### src/rtl/sv39_tlb.sv
// sv39_tlb: fully-associative Sv39 translation cache between the core's
// address generation and the page-table walker. Hits translate
// combinationally; misses stall the core, request a walk and refill one
// entry. Handles 4K/2M/1G leaves, sfence.vma and flush on satp change.
module sv39_tlb #(
  parameter int unsigned ENTRIES = 8,
  parameter int unsigned PTR_W   = $clog2(ENTRIES)
) (
  input  logic        clk,
  input  logic        rst,
  input  logic        req_valid,
  input  logic [63:0] vaddr,
  input  logic [1:0]  priv,
  input  logic [63:0] satp,
  input  logic        flush,
  output logic        resp_valid,
  output logic [63:0] paddr,
  output logic        resp_fault,
  output logic        stall,
  output logic        walk_req,
  output logic [63:0] walk_vaddr,
  input  logic        walk_done,
  input  logic [43:0] walk_ppn,
  input  logic [1:0]  walk_level,
  input  logic        walk_fault
);

  typedef enum logic [1:0] {IDLE, WALK, REFILL, FAULT} state_t;

  state_t             r_state;
  state_t             w_next;

  logic [ENTRIES-1:0] r_valid;
  logic [26:0]        r_vpn [ENTRIES];
  logic [43:0]        r_ppn [ENTRIES];
  logic [1:0]         r_lvl [ENTRIES];
  logic [PTR_W-1:0]   r_rr_ptr;
  logic               r_drop;
  logic [63:0]        r_last_satp;
  logic [63:0]        r_walk_vaddr;
  logic [43:0]        r_fill_ppn;
  logic [1:0]         r_fill_lvl;

  logic [26:0]        w_vpn;
  logic               w_bypass;
  logic               w_flush;
  logic [ENTRIES-1:0] w_match;
  logic               w_hit;
  logic [PTR_W-1:0]   w_hit_idx;
  logic [43:0]        w_hit_ppn;
  logic [63:0]        w_hit_paddr;
  logic               w_has_free;
  logic [PTR_W-1:0]   w_free_idx;
  logic [PTR_W-1:0]   w_victim;
  logic               w_miss;
  logic               w_fill_en;

  assign w_vpn      = vaddr[38:12];
  assign w_bypass   = (satp[63:60] != 4'h8) || (priv == 2'b11);
  assign w_flush    = flush || (satp != r_last_satp);
  assign walk_vaddr = r_walk_vaddr;

  // Per-entry tag compare; superpage entries ignore the low VPN fields
  always_comb begin
    w_match = '0;
    for (int unsigned i = 0; i < ENTRIES; i++) begin
      case (r_lvl[i])
        2'd2:    w_match[i] = r_valid[i] && (r_vpn[i][26:18] == w_vpn[26:18]);
        2'd1:    w_match[i] = r_valid[i] && (r_vpn[i][26:9] == w_vpn[26:9]);
        default: w_match[i] = r_valid[i] && (r_vpn[i] == w_vpn);
      endcase
    end
  end

  // Priority select: lowest matching index wins
  always_comb begin
    w_hit     = 1'b0;
    w_hit_idx = '0;
    for (int unsigned i = 0; i < ENTRIES; i++) begin
      if (!w_hit && w_match[i]) begin
        w_hit     = 1'b1;
        w_hit_idx = PTR_W'(i);
      end
    end
  end

  // Physical address composition for the selected entry's page size
  always_comb begin
    w_hit_ppn = r_ppn[w_hit_idx];
    case (r_lvl[w_hit_idx])
      2'd2:    w_hit_paddr = {8'b0, w_hit_ppn[43:18], vaddr[29:0]};
      2'd1:    w_hit_paddr = {8'b0, w_hit_ppn[43:9], vaddr[20:0]};
      default: w_hit_paddr = {8'b0, w_hit_ppn, vaddr[11:0]};
    endcase
  end

  // Victim choice: lowest free slot, else the round-robin pointer
  always_comb begin
    w_has_free = 1'b0;
    w_free_idx = '0;
    for (int unsigned i = 0; i < ENTRIES; i++) begin
      if (!w_has_free && !r_valid[i]) begin
        w_has_free = 1'b1;
        w_free_idx = PTR_W'(i);
      end
    end
    w_victim = w_has_free ? w_free_idx : r_rr_ptr;
  end

  // Next-state and response outputs; bypass overrides the core-facing side
  always_comb begin
    w_next     = r_state;
    resp_valid = 1'b0;
    resp_fault = 1'b0;
    paddr      = '0;
    stall      = 1'b0;
    walk_req   = 1'b0;
    w_miss     = 1'b0;
    w_fill_en  = 1'b0;
    case (r_state)
      IDLE: begin
        if (req_valid && !w_bypass) begin
          if (w_hit) begin
            resp_valid = 1'b1;
            paddr      = w_hit_paddr;
          end else begin
            stall  = 1'b1;
            w_miss = 1'b1;
            w_next = WALK;
          end
        end
      end
      WALK: begin
        walk_req = 1'b1;
        stall    = 1'b1;
        // a flush seen during the walk (or coincident with its result) makes the result stale
        if (walk_done) begin
          if (r_drop || w_flush) w_next = IDLE;
          else if (walk_fault)   w_next = FAULT;
          else                   w_next = REFILL;
        end
      end
      REFILL: begin
        stall     = 1'b1;
        w_fill_en = !w_flush;
        w_next    = IDLE;
      end
      FAULT: begin
        resp_valid = 1'b1;
        resp_fault = 1'b1;
        w_next     = IDLE;
      end
    endcase
    if (w_bypass) begin
      resp_valid = req_valid;
      resp_fault = 1'b0;
      paddr      = vaddr;
      stall      = 1'b0;
    end
  end

  // State register
  always_ff @(posedge clk) begin
    if (!rst) r_state <= IDLE;
    else      r_state <= w_next;
  end

  // Entry array: flush clears valids and beats a coincident refill
  always_ff @(posedge clk) begin
    if (!rst) begin
      r_valid <= '0;
    end else if (w_flush) begin
      r_valid <= '0;
    end else if (w_fill_en) begin
      r_valid[w_victim] <= 1'b1;
      r_vpn[w_victim]   <= r_walk_vaddr[38:12];
      r_ppn[w_victim]   <= r_fill_ppn;
      r_lvl[w_victim]   <= r_fill_lvl;
    end
  end

  // Round-robin pointer advances only when a valid entry is evicted
  always_ff @(posedge clk) begin
    if (!rst)                          r_rr_ptr <= '0;
    else if (w_fill_en && !w_has_free) r_rr_ptr <= r_rr_ptr + 1'b1;
  end

  // Drop flag marks an in-flight walk as stale after a flush
  always_ff @(posedge clk) begin
    if (!rst)                r_drop <= 1'b0;
    else if (r_state != WALK) r_drop <= 1'b0;
    else if (walk_done)      r_drop <= 1'b0;
    else if (w_flush)        r_drop <= 1'b1;
  end

  // Miss address, walker result capture and satp history
  always_ff @(posedge clk) begin
    if (!rst) begin
      r_walk_vaddr <= '0;
      r_fill_ppn   <= '0;
      r_fill_lvl   <= '0;
      r_last_satp  <= '0;
    end else begin
      r_last_satp <= satp;
      if (w_miss) r_walk_vaddr <= vaddr;
      if (r_state == WALK && walk_done) begin
        r_fill_ppn <= walk_ppn;
        r_fill_lvl <= walk_level;
      end
    end
  end

endmodule

### config.mk
export PLATFORM = sky130hd
export DESIGN_NAME = sv39_tlb
export DESIGN_NICKNAME = d
export VERILOG_FILES = /design/src/rtl/sv39_tlb.sv
export SDC_FILE = /design/constraint.sdc
export NUM_CORES = 1
export LEC_CHECK = 0
export BUFFER_PORTS_ARGS = -buffer_cell sky130_fd_sc_hd__buf_2
export CORE_UTILIZATION = 59
export DETAILED_ROUTE_END_ITERATION = 6
export GPL_TIMING_DRIVEN = 0
export PLACE_DENSITY = 0.82
export SLEW_MARGIN = 10
export SYNTH_ARGS = -nofsm -noshare
export SYNTH_HDL_FRONTEND = slang
export SYNTH_SLANG_ARGS = --single-unit
### constraint.sdc
create_clock -name clk -period 6.4 [get_ports clk]
set_clock_uncertainty 0.1 [all_clocks]
set_input_delay 0.32 -clock clk [delete_from_list [all_inputs] [get_ports clk]]
set_output_delay 0.32 -clock clk [all_outputs]
set_load 0.02 [all_outputs]
==> Yosys cells after proc, flatten, opt, wreduce, memory -nomap -nowiden <==
Memories as Yosys holds them, arrays and structs flattened.
Cells that the tools add are included.
W data, S select, Z words.
{ "word_totals": {"reg_bits": 188, "ram_bits": 584, "inputBits": 182, "output_inout_bits": 132, "word_cells": 211, "mem_count": 3} }
{ "mem_list": {"columns": ["name", "depth", "word_bits", "read_ports", "rd_clocked_by_memory_dff", "wr", "line", "source"], "rows": [
  ["r_ppn", 8, 44, 1, 0, 1, "35", "logic [43:0] r_ppn [ENTRIES];"],
  ["r_vpn", 8, 27, 8, 0, 1, "34", "logic [26:0] r_vpn [ENTRIES];"],
  ["r_lvl", 8, 2, 9, 0, 1, "36", "logic [1:0] r_lvl [ENTRIES];"]
]} }
{ "classes": {"n_addsub": 1, "order_cmp": 2, "n_eq_ne": 52, "n_mux": 69, "bitwise_logic": 2, "reduce_logical": 74} }
{ "op_table": {"columns": ["cell", "count"], "rows": [
  ["$eq A27 B27 Y1", 8],
  ["$mux W64", 3],
  ["$eq A18 B18 Y1", 8],
  ["$eq A9 B9 Y1", 8],
  ["$ne A64 B64 Y1", 1],
  ["$pmux W30 S2", 1],
  ["$mux W56", 1],
  ["$logic_and A1 B1 Y1", 42],
  ["$mux W3", 13],
  ["$mux W1", 35],
  ["$eq A2 B2 Y1 const B", 12],
  ["$logic_not A1 Y1", 23],
  ["$eq A2 B1 Y1 const B", 10],
  ["$pmux W1 S2", 10],
  ["$mux W2", 4],
  ["$or A8 B8 Y8", 1],
  ["$ne A2 B2 Y1 const B", 3],
  ["$pmux W2 S3", 1],
  ["$reduce_or A2 Y1", 3],
  ["$lt A3 B4 Y1 const B", 1],
  ["$ne A4 B4 Y1 const B", 1],
  ["$add A3 B1 Y3 const B", 1],
  ["$demux W1 S3", 1],
  ["$ge A3 B1 Y1 const B", 1],
  ["other kinds (6)", 8]
]} }

==> Depth between registers and ports, before layout <==
An unclocked memory read counts as a cell.
{ "logic_depth": {"ltp_word": 33, "ltp_mapped": 19, "depth_no_buf": 17} }

==> Least setup slack after synthesis <==
Ideal clock, no wire load.
{ "synth_path": {"path_type": "input-to-reg", "startpoint": "input satp[42]", "endpoint": "memory r_lvl[2][0] (enable)", "setup_time_ns": 0.505, "t_arrival_ns": 4.935, "t_required_ns": 5.795, "path_slack_ns": 0.860, "stages": 8, "path_buffers": 0, "path_cell_list": "xnor2_1 > o2111ai_1 > a2111oi_0 > nand4_1 > nor4_1 > nand2_1 > or3_1 > nor2_1"} }
{ "synth_via": {"elab_chain_len": 8} }
{ "synth_rtl": {"columns": ["element", "line", "source"], "rows": [
  ["start, declared", "14", "input logic [63:0] satp,"],
  ["$ne A64 B64 Y1 (*)", "60", "assign w_flush = flush || (satp != r_last_satp);"],
  ["$logic_or A1 B1 Y1 (*)", "60", null],
  ["$logic_not A1 Y1", "145", "w_fill_en = !w_flush;"],
  ["$mux W1", "120", "case (r_state)"],
  ["$mux W1", "174", "end else if (w_fill_en) begin"],
  ["$mux W1 (*)", "172", "end else if (w_flush) begin"],
  ["$mux W1 (*)", "170", "if (!rst) begin"],
  ["$mux W1 (implied by the code) (*)", "178", "r_lvl[w_victim] <= r_fill_lvl;"],
  ["end, declared", "36", null]
]} }
Every way passes the cells marked *; elsewhere a longest branch is shown, timed or not.

==> flow_summary.rst <==
.. list-table::
   :header-rows: 1

   * - Metric
     - Value
   * - Total half-perimeter wirelength after legalization and detailed placement
     - between 50000 and 60000 um
   * - Yosys reg bits
     - 772
   * - Critical path, cell by cell
     - xor2_1 -> nor4_4 -> nand4_1 -> o41a_1 -> o311ai_0 -> a21boi_0 -> o21ai_1 -> a22o_1 -> buf_2 -> mux2_2 -> ha_1 -> nor2_1 -> nor2b_2 -> o21ai_0 -> o31ai_1 -> buf_2
   * - Required time of the critical path
     - 5.98 ns
   * - Overall routed net length
     - 90200 um
   * - Min Clock Period, post-route
     - 6.17 ns
   * - Count of endpoints failing hold in the final timing report
     - 0
   * - Fmax
     - 162 MHz
   * - Number of placed instances, taps included
     - 3338
   * - 1st-iter DRT viols
     - 2536
   * - Post-route setup TNS
     - 0 ns
   * - Clock Latency Late Sink
     - 0.64 ns
   * - Element type at the critical path end
     - primary output
   * - Classification of the worst-slack hold path
     - in2reg
   * - Number of placement rows
     - 84
   * - Library cell with the largest summed area after synthesis
     - edfxtp_1
   * - Core region area
     - approximately 0.053 sq mm
   * - Warnings, synthesis
     - 0
   * - Remaining Overflow, GRT
     - 0
   * - Most common cell in the synthesized netlist
     - edfxtp_1
   * - Async S/R FF share, synth
     - 0
   * - Non-filler cells in the finished layout
     - 3640
   * - Area of the die
     - 0.0551 sq mm
   * - Routability Congestion
     - between 0.9 and 1
   * - Library cell contributing the largest single delay on the critical path
     - nor4_4
   * - Critical path class
     - reg2out
   * - Via count of the first global-routing pass
     - 23067
   * - Overall power
     - 10.4 mW
   * - Clock transition at path regs
     - approximately 0.060 ns
   * - Routed WL per cell
     - 24.8 um
   * - Family of cells with the greatest summed delay on the critical path
     - compound AO/OA/AOI/OAI gates
   * - Number of max-slew violations in the final report
     - 0
   * - Buffer levels on the longest clock path
     - 3
   * - Worst path bufs/invs
     - 2
   * - IO Port Bufs
     - 294
   * - TritonCTS clock tree
     - done
   * - Number of buffers inserted during clock tree synthesis
     - 77
   * - Via density per instance
     - ~6.1
   * - Sequential share of the synthesized area
     - 0.667
   * - VDD IR-drop max
     - ~0.27 mV
   * - Num Clock Sinks
     - 772
   * - Clk root buf
     - clkbuf_16
   * - EDFF count, synth
     - 584
   * - Global-route wire length before repair
     - 135000 um
   * - Most used cell, CP
     - buf_2
   * - Final critical-path share of the clock period
     - 0.965
   * - Worst-Margin Slew
     - between 1 and 1.5 ns
   * - Die Span X
     - around 230 um
   * - Ports placed on the boundary
     - ~310
   * - Total via count after detailed routing
     - between 20000 and 25000
   * - Tot GR Track Use
     - 0.326
   * - Final Net Count
     - 3086
   * - Pwr/cell area
     - ~270 mW/mm^2
   * - Worst hold margin
     - 0.0354 ns
   * - Detailed-routing iteration count for the pre-antenna-repair pass
     - 6
   * - Fraction of layout cells with a size suffix above 1
     - 0.199
   * - Pin count of the biggest net entering global routing
     - 26
   * - Unique cell type count in the Yosys netlist
     - 70
   * - Area growth, synth to finish
     - 22.2%
   * - Max Cap Viol
     - 0
   * - Worst max-slew margin expressed relative to the limit
     - 0.185
   * - Max FO, Critical Path
     - 10
   * - Initial antenna violation count
     - 9
   * - H-Tree Depth
     - 3
   * - Final setup violating endpoints
     - 0
   * - Final ANT Viol Nets
     - 0
   * - Startpoint class of the critical path
     - flop
   * - Unrepaired setup endpoints after global routing
     - no
   * - Largest incremental delay on the critical path
     - 0.51 ns
   * - Final design utilization
     - 0.737
   * - Die boundary height
     - 235 um
   * - Data arrival time of the critical path
     - 5.75 ns
   * - Count of mapped cells out of synthesis
     - 2331
   * - Number of nets produced by synthesis
     - 2536
   * - Total of fill cells in the finished design
     - around 3200
   * - Post-synthesis average cell area
     - 13.7 sq um
   * - Effective utilization at floorplan
     - 0.603
   * - DRC
     - 0
   * - Run status
     - complete, no violations
   * - Area share of the largest cell type after synthesis
     - 0.549
   * - Top area cells in the synthesized netlist
     - edfxtp_1 (55%), dfxtp_1 (12%), xnor2_1 (4.4%)
   * - Primary flip-flop cell chosen by synthesis mapping
     - edfxtp_1
   * - Reg-to-reg slack, setup
     - roughly 2.1 ns
   * - Cell area after synthesis
     - 0.0319 sq mm
   * - Synth cell count leaders
     - edfxtp_1 (584), nand2_1 (261), dfxtp_1 (188)
   * - Leakage Power
     - ~14 nW
-- sequential cells by signal (all words and copies together) (netlist names) --
register and cells:
r_ppn 352, r_vpn 216, r_last_satp 64, walk_vaddr 64, r_fill_ppn 44, r_lvl 16, r_valid 8, r_rr_ptr 3
r_fill_lvl 2, r_state 2, r_drop 1
-- metal layers --
metal  vias to the layer above  routed length [um]  track usage
li1                       9647                   -            -
met1                     10983               33100        0.398
met2                      1306               44900        0.557
met3                       284                7770       0.0569
met4                         4                4440        0.170
met5                         -                  31            0
-- per-stage QoR --
| step | setup WS [ns] | instance area, sq um |
|---|---|---|
| after floorplan | 0.860 | 31900 |
| after global placement | -2.52 | 34300 |
| after detailed placement | -0.459 | 34900 |
| after CTS | 0.0118 | 38900 |
| after global routing | 0.00149 | 39000 |
| final | 0.226 | 39000 |
-- timing repair --
action	4_1_cts	5_1_grt
hold endpoints to repair	149	0
resized for setup	8	6
setup buffers	0	3
pin swaps	0	4
hold buffers	149	0
setup endpoints to repair	17	17
-- where the power goes --
| part | switching (mW) | internal [mW] |
|---|---|---|
| Clock | 1.91 | 2.53 |
| Sequential | 0.0509 | 5.39 |
| Combinational | 0.319 | 0.235 |
-- cells by family (layout without fill, tap and decap cells) --
kind of cell    count (synthesis)  count (layout)  synth area share
compound gates                264             264            0.0593
buf+inv                       169             783            0.0226
xor+xnor                      264             264            0.0724
simple gates                  639             639            0.0973
fa+ha+maj                      23              23           0.00901
mux                           200             200            0.0723
other cells                     0               7                 0
flops                         772             772             0.667
-- placed cells by master, fill, tap and decap left out, types with 8 or more instances in the layout --
master / n
edfxtp_1: 584
buf_2: 335
nand2_1: 261
dfxtp_1: 188
xnor2_1: 159
dlygate4sd3_1: 149
mux2i_1: 129
xor2_1: 105
nor2_1: 97
and2_1: 83
clkbuf_16: 81
clkbuf_1: 75
a21oi_1: 60
mux2_2: 53
inv_1: 50
nand4_1: 47
o22ai_1: 36
o31ai_1: 36
nand3_1: 32
nor4_1: 27
a32o_1: 26
ha_1: 23
nor3_1: 18
nor2b_1: 18
buf_12: 17
o21ai_0: 16
clkinv_2: 16
mux4_2: 14
a211oi_1: 13
a32oi_1: 10
buf_1: 10
clkbuf_8: 10
buf_16: 10
o211ai_1: 9
and4b_1: 9
nor2_4: 8
clkinv_1: 8
-- tightest hold or removal path: cells and delay by family --
family	cells	cell delay (ns)
AO/OA/AOI/OAI	2	0.29
buffers and inverters	1	0.08
-- cell type report --
cell class,count,area [sq um],share of cell area
diodes,7,17.5,0.000449
plain buffers,119,541,0.0139
clock buffers,106,2220,0.0569
clock inverters,37,270,0.00693
inverters,50,188,0.00481
multi-input cells,1390,10000,0.257
flip-flops and latches,772,21300,0.546
well taps,688,861,0.0221
repair buffers,471,3570,0.0916
-- worst paths after layout --
kind	startpoint	end	cells after the start
worst max-delay path	r_vpn[6][9]	paddr[21]	16
worst min register to register	walk_vaddr[62]	walk_vaddr[62]	2
worst max register to register	r_lvl[0][0]	walk_vaddr[57]	11
worst min-delay path	walk_fault	r_state[0]	3
Power figures use the tool's default switching activity.
